### src/rtl/instr_assembler.sv
`default_nettype none
// ============================================================================
// Module  : instr_assembler
// Purpose : Prefetches instruction bytes from a byte-wide memory port into a
//           small queue. It then assembles variable-length instructions
//           (opcode, optional extension byte, optional 8/16-bit little-endian
//           immediate) with help from an external combinational length
//           decoder, and presents each instruction through a valid/ready
//           handshake.
// Ports   : clk, reset_n          - clock, asynchronous active-low reset
//           flush, flush_addr     - discard all state and restart fetch
//           mem_req/addr/ack/data - single-outstanding byte read port
//           dec_opcode/opext      - captured bytes to the length decoder
//           dec_need_opext/need_imm/imm_size/error - decoder classification
//           instr_valid/ready     - output handshake
//           instr_opcode/opext/imm/len/pc/error - assembled instruction
// Rev     : 1.0 - initial release
// ============================================================================
module instr_assembler #(
  parameter int FIFO_DEPTH = 4,
  parameter int ADDR_WIDTH = 24
) (
  input  logic                  clk,
  input  logic                  reset_n,
  input  logic                  flush,
  input  logic [ADDR_WIDTH-1:0] flush_addr,
  output logic                  mem_req,
  output logic [ADDR_WIDTH-1:0] mem_addr,
  input  logic                  mem_ack,
  input  logic [7:0]            mem_data,
  output logic [7:0]            dec_opcode,
  output logic [7:0]            dec_opext,
  input  logic                  dec_need_opext,
  input  logic                  dec_need_imm,
  input  logic                  dec_imm_size,
  input  logic                  dec_error,
  output logic                  instr_valid,
  input  logic                  instr_ready,
  output logic [7:0]            instr_opcode,
  output logic [7:0]            instr_opext,
  output logic [15:0]           instr_imm,
  output logic [2:0]            instr_len,
  output logic [ADDR_WIDTH-1:0] instr_pc,
  output logic                  instr_error
);

  localparam int                PTR_W    = (FIFO_DEPTH > 1) ? $clog2(FIFO_DEPTH) : 1;
  localparam int                CNT_W    = PTR_W + 1;
  localparam logic [CNT_W-1:0]  CNT_FULL = CNT_W'(FIFO_DEPTH);
  localparam logic [CNT_W-1:0]  CNT_ONE  = CNT_W'(1);
  localparam logic [PTR_W-1:0]  PTR_ONE  = PTR_W'(1);
  localparam logic [ADDR_WIDTH-1:0] ADDR_ONE = ADDR_WIDTH'(1);

  typedef enum logic [2:0] {
    ST_OP     = 3'd0,
    ST_DEC1   = 3'd1,
    ST_EXT    = 3'd2,
    ST_DEC2   = 3'd3,
    ST_IMM_LO = 3'd4,
    ST_IMM_HI = 3'd5,
    ST_OUT    = 3'd6
  } state_t;

  // --------------------------------------------------------------------------
  // Registers
  // --------------------------------------------------------------------------
  state_t                  state_q, state_d;
  logic                    run_q, run_d;            // blocks requests until first edge after reset
  logic [ADDR_WIDTH-1:0]   fetch_addr_q, fetch_addr_d;
  logic [ADDR_WIDTH-1:0]   head_pc_q, head_pc_d;    // address of the byte at the queue head
  logic [PTR_W-1:0]        wr_ptr_q, wr_ptr_d;
  logic [PTR_W-1:0]        rd_ptr_q, rd_ptr_d;
  logic [CNT_W-1:0]        count_q, count_d;
  logic [7:0]              fifo_q [FIFO_DEPTH];

  logic [7:0]              opcode_q, opcode_d;
  logic [7:0]              opext_q, opext_d;
  logic [15:0]             imm_q, imm_d;
  logic [2:0]              len_q, len_d;
  logic [ADDR_WIDTH-1:0]   pc_q, pc_d;
  logic                    err_q, err_d;
  logic                    imm16_q, imm16_d;
  logic                    valid_q, valid_d;

  logic                    w_empty;
  logic                    w_full;
  logic                    w_push;
  logic                    w_pop;
  logic [7:0]              w_head;

  // --------------------------------------------------------------------------
  // Prefetch queue
  // --------------------------------------------------------------------------
  assign w_empty = (count_q == '0);
  assign w_full  = (count_q == CNT_FULL);
  // Only one request can be outstanding and the address moves only on an
  // ack, so the address naturally stays put while a request waits.
  assign mem_req = run_q & ~w_full & ~flush;
  assign w_push  = mem_req & mem_ack;
  assign w_head  = fifo_q[rd_ptr_q];

  always_comb begin
    run_d        = 1'b1;
    fetch_addr_d = fetch_addr_q;
    head_pc_d    = head_pc_q;
    wr_ptr_d     = wr_ptr_q;
    rd_ptr_d     = rd_ptr_q;
    count_d      = count_q;
    if (flush) begin
      fetch_addr_d = flush_addr;
      head_pc_d    = flush_addr;
      wr_ptr_d     = '0;
      rd_ptr_d     = '0;
      count_d      = '0;
    end else begin
      if (w_push) begin
        fetch_addr_d = fetch_addr_q + ADDR_ONE;
        wr_ptr_d     = wr_ptr_q + PTR_ONE;
      end
      if (w_pop) begin
        rd_ptr_d  = rd_ptr_q + PTR_ONE;
        head_pc_d = head_pc_q + ADDR_ONE;
      end
      case ({w_push, w_pop})
        2'b10:   count_d = count_q + CNT_ONE;
        2'b01:   count_d = count_q - CNT_ONE;
        default: count_d = count_q;
      endcase
    end
  end

  // Queue storage needs no reset: entries are only read below the count.
  always_ff @(posedge clk) begin
    if (w_push) begin
      fifo_q[wr_ptr_q] <= mem_data;
    end
  end

  // --------------------------------------------------------------------------
  // Assembly FSM
  // --------------------------------------------------------------------------
  always_comb begin
    state_d  = state_q;
    opcode_d = opcode_q;
    opext_d  = opext_q;
    imm_d    = imm_q;
    len_d    = len_q;
    pc_d     = pc_q;
    err_d    = err_q;
    imm16_d  = imm16_q;
    valid_d  = valid_q;
    w_pop    = 1'b0;

    if (flush) begin
      state_d = ST_OP;
      valid_d = 1'b0;
    end else begin
      case (state_q)
        ST_OP: begin
          if (!w_empty) begin
            w_pop    = 1'b1;
            opcode_d = w_head;
            opext_d  = 8'h00;
            imm_d    = 16'h0000;
            len_d    = 3'd1;
            pc_d     = head_pc_q;
            err_d    = 1'b0;
            imm16_d  = 1'b0;
            state_d  = ST_DEC1;
          end
        end
        ST_DEC1: begin
          if (dec_need_opext) begin
            state_d = ST_EXT;
          end else if (dec_error) begin
            err_d   = 1'b1;
            state_d = ST_OUT;
          end else if (dec_need_imm) begin
            imm16_d = dec_imm_size;
            state_d = ST_IMM_LO;
          end else begin
            state_d = ST_OUT;
          end
        end
        ST_EXT: begin
          if (!w_empty) begin
            w_pop   = 1'b1;
            opext_d = w_head;
            len_d   = 3'd2;
            state_d = ST_DEC2;
          end
        end
        ST_DEC2: begin
          // Second classification pass; the opcode's own need_opext is moot now.
          if (dec_error) begin
            err_d   = 1'b1;
            state_d = ST_OUT;
          end else if (dec_need_imm) begin
            imm16_d = dec_imm_size;
            state_d = ST_IMM_LO;
          end else begin
            state_d = ST_OUT;
          end
        end
        ST_IMM_LO: begin
          if (!w_empty) begin
            w_pop   = 1'b1;
            imm_d   = {8'h00, w_head};
            len_d   = len_q + 3'd1;
            state_d = imm16_q ? ST_IMM_HI : ST_OUT;
          end
        end
        ST_IMM_HI: begin
          if (!w_empty) begin
            w_pop   = 1'b1;
            imm_d   = {w_head, imm_q[7:0]};
            len_d   = len_q + 3'd1;
            state_d = ST_OUT;
          end
        end
        ST_OUT: begin
          // First OUT cycle raises valid; the handshake then returns to OP.
          if (!valid_q) begin
            valid_d = 1'b1;
          end else if (instr_ready) begin
            valid_d = 1'b0;
            state_d = ST_OP;
          end
        end
        default: begin
          state_d = ST_OP;
          valid_d = 1'b0;
        end
      endcase
    end
  end

  // --------------------------------------------------------------------------
  // State register
  // --------------------------------------------------------------------------
  always_ff @(posedge clk or negedge reset_n) begin
    if (!reset_n) begin
      state_q      <= ST_OP;
      run_q        <= 1'b0;
      fetch_addr_q <= '0;
      head_pc_q    <= '0;
      wr_ptr_q     <= '0;
      rd_ptr_q     <= '0;
      count_q      <= '0;
      opcode_q     <= 8'h00;
      opext_q      <= 8'h00;
      imm_q        <= 16'h0000;
      len_q        <= 3'd0;
      pc_q         <= '0;
      err_q        <= 1'b0;
      imm16_q      <= 1'b0;
      valid_q      <= 1'b0;
    end else begin
      state_q      <= state_d;
      run_q        <= run_d;
      fetch_addr_q <= fetch_addr_d;
      head_pc_q    <= head_pc_d;
      wr_ptr_q     <= wr_ptr_d;
      rd_ptr_q     <= rd_ptr_d;
      count_q      <= count_d;
      opcode_q     <= opcode_d;
      opext_q      <= opext_d;
      imm_q        <= imm_d;
      len_q        <= len_d;
      pc_q         <= pc_d;
      err_q        <= err_d;
      imm16_q      <= imm16_d;
      valid_q      <= valid_d;
    end
  end

  // --------------------------------------------------------------------------
  // Outputs
  // --------------------------------------------------------------------------
  assign mem_addr     = fetch_addr_q;
  assign dec_opcode   = opcode_q;
  assign dec_opext    = opext_q;
  assign instr_valid  = valid_q;
  assign instr_opcode = opcode_q;
  assign instr_opext  = opext_q;
  assign instr_imm    = imm_q;
  assign instr_len    = len_q;
  assign instr_pc     = pc_q;
  assign instr_error  = err_q;

endmodule
`default_nettype wire

### config.mk
export PLATFORM = sky130hd
export DESIGN_NAME = instr_assembler
export DESIGN_NICKNAME = d
export VERILOG_FILES = /design/src/rtl/instr_assembler.sv
export SDC_FILE = /design/constraint.sdc
export NUM_CORES = 1
export LEC_CHECK = 0
export ABC_AREA = 1
export BUFFER_PORTS_ARGS = -buffer_cell sky130_fd_sc_hd__clkbuf_2
export CELL_PAD_IN_SITES_DETAIL_PLACEMENT = 1
export CELL_PAD_IN_SITES_GLOBAL_PLACEMENT = 1
export CORE_AREA = 5 5 102 200
export DETAILED_ROUTE_END_ITERATION = 12
export DIE_AREA = 0 0 107 205
export PLACE_DENSITY_LB_ADDON = 0.3
export SLEW_MARGIN = 0
export SYNTH_ARGS = -nofsm -noshare
export SYNTH_HDL_FRONTEND = slang
export SYNTH_SLANG_ARGS = --single-unit
export TNS_END_PERCENT = 1
### constraint.sdc
create_clock -name clk -period 2.2 [get_ports clk]
set_input_delay 0 -clock clk [delete_from_list [all_inputs] [get_ports clk]]
set_output_delay 0 -clock clk [all_outputs]
set_load 0.02 [all_outputs]
==> Word level (Yosys, flattened, before mapping) <==
Memories as Yosys holds them, arrays and structs flattened.
Cells that the tools add are included.
Widths: inputs -> output; s select.
{ "totals": {"ff_bits": 121, "n_memories": 1, "wordCells": 122, "output_inout_bits": 102, "mem_bits_ro": 0, "inputBits": 41, "latch_bits": 0, "ram_bits": 32} }
{ "op_classes": {"multipliers": 0, "eq_ne": 22, "n_shift": 0, "n_reduce_logical": 20, "div": 0, "mux": 49, "n_bitwise": 7, "order_cmp": 0, "addsub": 7} }
{ "mem_list": {"columns": ["memory", "depth", "word_bits", "rd", "rd_clocked_by_memory_dff", "wr", "line_no", "text"], "rows": [
  ["fifo_q", 4, 8, 1, 0, 1, "74", "logic [7:0] fifo_q [FIFO_DEPTH];"]
]} }
{ "ops": {"columns": ["op", "count"], "rows": [
  ["$mux 24", 4],
  ["$add 24x1->24 const B", 2],
  ["$mux 16", 3],
  ["$pmux 16 s3", 1],
  ["$mux 3", 11],
  ["$pmux 3 s7", 1],
  ["$ne 3x3->1 const B", 6],
  ["$mux 8", 2],
  ["$pmux 8 s2", 1],
  ["$reduce_and 5->1", 3],
  ["$mux 1", 14],
  ["$mux 2", 7],
  ["$eq 3x3->1 const B", 4],
  ["$ne 2x2->1 const B", 6],
  ["$reduce_bool 3->1", 4],
  ["$pmux 3 s3", 1],
  ["$reduce_and 4->1", 2],
  ["$reduce_bool 2->1", 4],
  ["$add 3x1->3 const B", 2],
  ["$eq 3x2->1 const B", 2],
  ["$logic_not 3->1", 2],
  ["$pmux 1 s3", 2],
  ["$pmux 3 s2", 1],
  ["$reduce_and 6->1", 1],
  ["13 further kinds", 19]
]} }

==> Depth between registers and ports, before layout <==
{ "depth": {"depth_word": 8, "mapped_depth": 13, "ltp_nobuf": 13} }

==> Worst setup path before layout <==
Ideal clock, no wire load.
{ "synth_path": {"kind": "register to register", "start": "reg state_q[2]", "end": "reg count_q[2]", "path_stages_with_launch": 14, "synth_period_minus_slack_ns": 1.841, "setup_slack_ns": 0.359, "setup_ns": 0.118, "path_buffers": 0, "arrival_ns": 1.723, "path_cell_list": "dfrtp_1 > inv_1 > nand2_2 > nand3_4 > nor2_4 > nand2_1 > inv_1 > fa_1 > xnor2_1 > inv_1 > nand2_1 > nand2_1 > nand3_1 > nand2_1"} }
{ "synth_between": {"elab_chain_cells": 7} }
{ "synth_rtl": {"columns": ["element", "line_no", "text"], "rows": [
  ["from (decl)", "67", "state_t state_q, state_d;"],
  ["from (signal assigned)", "259", "state_q <= state_d;"],
  ["$eq 3x3->1, or another cell as far along", "158", "case (state_q)"],
  ["$reduce_or 4->1 (no source line) *", null, null],
  ["$mux 1 *", null, null],
  ["$mux 1 *", "154", "if (flush) begin"],
  ["$eq 2x1->1 or $eq 2x2->1 (tied branches)", "124", "case ({w_push, w_pop})"],
  ["$pmux 3 s2", "124", null],
  ["$mux 3", "109", "if (flush) begin"],
  ["to (signal assigned)", "265", "count_q <= count_d;"],
  ["to (decl)", "73", "logic [CNT_W-1:0] count_q, count_d;"]
]} }
Every way passes the cells marked *; elsewhere a longest branch is shown, timed or not.
A chain may end at the register's enable or synchronous reset.

==> Worst setup path after layout <==
Same ends and word-level chain as after synthesis.

==> qor.log <==
qor: routing.drt_iter0_markers 252
qor: synthesis.synthesis.nets 937
qor: placed_design.gp_congestion 0.912
qor: synthesis.share_of_async_settable_or_async_resettable_flops_after_synthesis 0.791
qor: clock_tree.clock_tree.htree_level_count 4
qor: pwr.share_clk_of_total_power 0.239
qor: pwr.power_density 1270 nW/um^2
qor: pwr.seq_power_share 0.369
qor: pwr.power.total 11900 uW
qor: routing.drt.antenna.violating_nets 0
qor: placed_design.dpl-instance-area 8410 sq um
qor: grt.antenna_found_initial 0
qor: clock_tree.num_cts_buffers 17
qor: worst_setup_path.timing.critical_path.buf_inv 3
qor: die.placeableCoreArea 18700 sq um
qor: routing.route.vias.total 6771
qor: die.floorplan.die_area 21900 sq um
qor: clock_tree.cts_tree built
qor: pwr.net-switching-power 5180 uW
qor: synthesis.most_repeated_cell_in_the_gate_level_netlist_after_synthesis nand2_1
qor: routing.drt_wl_total 24800 microns
qor: timing.worst_slew_margin_rel 0.463
qor: grt.grtUsageTotal 0.233
qor: worst_setup_path.crit_path_max_fanout 7
qor: timing.rsz0062_at_grt false
qor: worst_setup_path.timing.critical_path.arrival 2380 ps
qor: routing.drt_pass1_iterations 4
qor: worst_setup_path.timing.critical_path.cells inv_1, nand2_2, nand3_4, nor2_4, nand2_1, inv_1, fa_1, xnor2_1, inv_1, nand2_1, nand2_1, nand3_1, nand2_1
qor: flow_run.maxcap_viol_count 0
qor: synthesis.post-synth-top-area-fraction 0.404
qor: pwr.switching_share 0.435
qor: die.core.rowCount 71
qor: timing.achievable_frequency 483 MHz
qor: timing.fin_crit_sh 0.942
qor: synthesis.synth_cell_types 38
qor: grt.first_global_vias 7418
qor: worst_hold_path.hp-class in2async
qor: synthesis.yosys_warnings 0
qor: synthesis.synthesis.instances 888
qor: routing.drc_errors 0
qor: worst_setup_path.critical-path-top-cell-by-count nand2_1
qor: synthesis.synthesis.area 7490 sq um
qor: placed_design.place.port_buffers 142
qor: timing.whs 76.3 ps
qor: synthesis.synthesis.area_per_instance 8.43 sq um
qor: synthesis.synth_top_flop_cell dfrtp_1
qor: timing.timing_worst_slew_pin_value 803 ps
qor: timing.timing.final.max_slew_violations 0
qor: worst_setup_path.critical_path.max_stage_delay 440 ps
qor: synthesis.synth_area_leader_cell dfrtp_1
qor: clock_tree.clkLatencyLatePin 430 ps
qor: pwr.share_comb_of_total_power 0.392
qor: synthesis.synth.cells.most_frequent 241 x nand2_1, 121 x dfrtp_1, 95 x o21ai_0, 92 x inv_1
qor: synthesis.synth-seq-cells 153
qor: timing.report.final.setup_viol 0
qor: pwr.leakagePower 0.00452 uW
qor: worst_setup_path.critical-path-slowest-cell dfrtp_1
qor: layout.final_area 9370 sq um
qor: timing.endpoints_failing_hold 0
qor: die.io_pins 143
qor: worst_setup_path.crit_path_launch_type register
qor: layout.finalNetCount 1113
qor: pwr.largest_vdd_supply_drop 616 uV
qor: worst_setup_path.cp.required 2510 ps
qor: layout.n_antenna_cell 0
qor: routing.routedWlPerCell 19.1 microns
qor: clock_tree.cts_max_path_buffers 2
qor: grt.grt_max_degree 52
qor: worst_setup_path.path_delay_family simple AND/OR/NAND/NOR gates
qor: clock_tree.clk_pin_slew_worst_paths 70 ps
qor: pwr.cellInternalPower 6730 uW
qor: timing.clock_skew 12.6 ps
qor: synthesis.netlist_top_cells_area dfrtp_1 40%, edfxtp_1 13%, nand2_1 12%
qor: die.dieHeight 205 microns
qor: clock_tree.ctsRootBufferMaster clkbuf_16
qor: timing.fin_crit 2070 ps
qor: worst_setup_path.crit_type reg2reg
qor: status.run_status finished, final reports clean
qor: synthesis.yosysSeqAreaShare 0.533
qor: placed_design.dp_hpwl 18900 microns
qor: placed_design.post-place-ws 96.3 ps
qor: worst_setup_path.endpoint_kind register
qor: layout.filler_cell_count 2285
qor: grt.grt_pass1_wl 39000 microns
qor: timing.totalNegativeSetupSlack 0 ps
qor: layout.post_route_cells_drive_above_1_share 0.192
qor: layout.post_synthesis_to_final_layout_area_growth 25.2%
qor: synthesis.synth_edf_count 32
qor: routing.post_drt_via_cell_ratio 5.22
qor: clock_tree.sink_count 153
qor: grt.gr-total-overflow 0
qor: die.width_of_the_die 107 microns
qor: timing.setup_ws_post_layout 128 ps
qor: die.floorplan.initialDensity 0.401
==> stage by stage <==
stage | utilization | cells
after CTS | 0.502 | 1296
after global routing | 0.502 | 1296
after floorplan | - | 888
final | 0.502 | 1296
after global placement | 0.451 | 1226
after detailed placement | 0.451 | 1226
==> cell families after synthesis <==
kind of cell               Yosys count  synth area share
adders and majority gates            8            0.0144
AOI/OAI and AO/OA                  154             0.116
DFF                                153             0.533
xor gates and xnor gates            20            0.0234
buffers and inverters              137            0.0800
other                                1          0.000501
and+or+nand+nor                    415             0.233
==> area by class of cell <==
| class | instances | area [sq um] | share of cell area |
|---|---|---|---|
| Sequential cell | 153 | 3990 | 0.426 |
| Multi-Input combinational cell | 598 | 2910 | 0.311 |
| Timing Repair Buffer | 198 | 1270 | 0.135 |
| Clock buffer | 19 | 464 | 0.0495 |
| Inverter | 96 | 360 | 0.0384 |
| Tap cell | 219 | 274 | 0.0292 |
| Clock inverter | 13 | 106 | 0.0113 |
==> registers in the layout (all words and copies together) (netlist names) <==
name	count
fifo_q	32
head_pc_q	24
instr_pc	24
mem_addr	24
instr_imm	16
dec_opcode	8
dec_opext	8
count_q	3
instr_len	3
state_q	3
rd_ptr_q	2
wr_ptr_q	2
imm16_q	1
instr_error	1
instr_valid	1
run_q	1
==> layer usage <==
metal	up-vias	global-route usage	wire (microns)
met4	0	0.136	1420
met2	161	0.466	14500
met1	3296	0.216	8220
met5	-	0	0
li1	3255	-	-
met3	59	0.0312	676
==> power by group through the flow <==
stage,combinational [uW],sequential (uW),clock [uW]
after floorplan,2450,4940,0
after global placement,4550,4420,0
after detailed placement,4660,4450,0
after CTS,4750,4400,2910
after global routing,5140,4510,3040
final,4670,4400,2850
==> what timing repair did <==
action	in CTS	in global routing
resized for setup	0	2
hold endpoints to repair	200	0
setup buffers	0	0
hold buffers	38	0
setup endpoints to repair	0	1
==> path summary, 6_finish.rpt <==
check,slack (ps),start,cells past startpoint,end
max,130,state_q[2],13,count_q[2]
min,80,reset_n,2,instr_imm[14]
max reg2reg,130,state_q[2],13,count_q[2]
min reg2reg,490,instr_pc[11],2,instr_pc[11]
max in group asynchronous,1460,reset_n,3,instr_pc[10]
min in group clk,130,dec_need_opext,5,state_q[1]
==> worst register-to-register path, delay by kind of cell (launching register included) <==
kind,cells,cell delay [ps]
xor+xnor,1,210
fa+ha+maj,1,380
buf+inv,3,250
flops,1,440
simple gates,8,680
==> layout by cell type (no fill, tap or decap), drive strengths merged, types with 3 or more instances in the layout <==
cell type    instances
inv                102
edfxtp              32
dfrtp              121
nand4                8
o22a                 8
xnor2                6
nor2                70
o211ai              11
nand2              245
o221ai               4
ha                   7
a21oi               13
buf                 19
o21ai              102
nand3               69
o22ai                9
nor3                21
dlygate4sd3         38
clkinv               4
clkbuf             160
xor2                14
clkinvlp             3
Power figures use the tool's default switching activity.
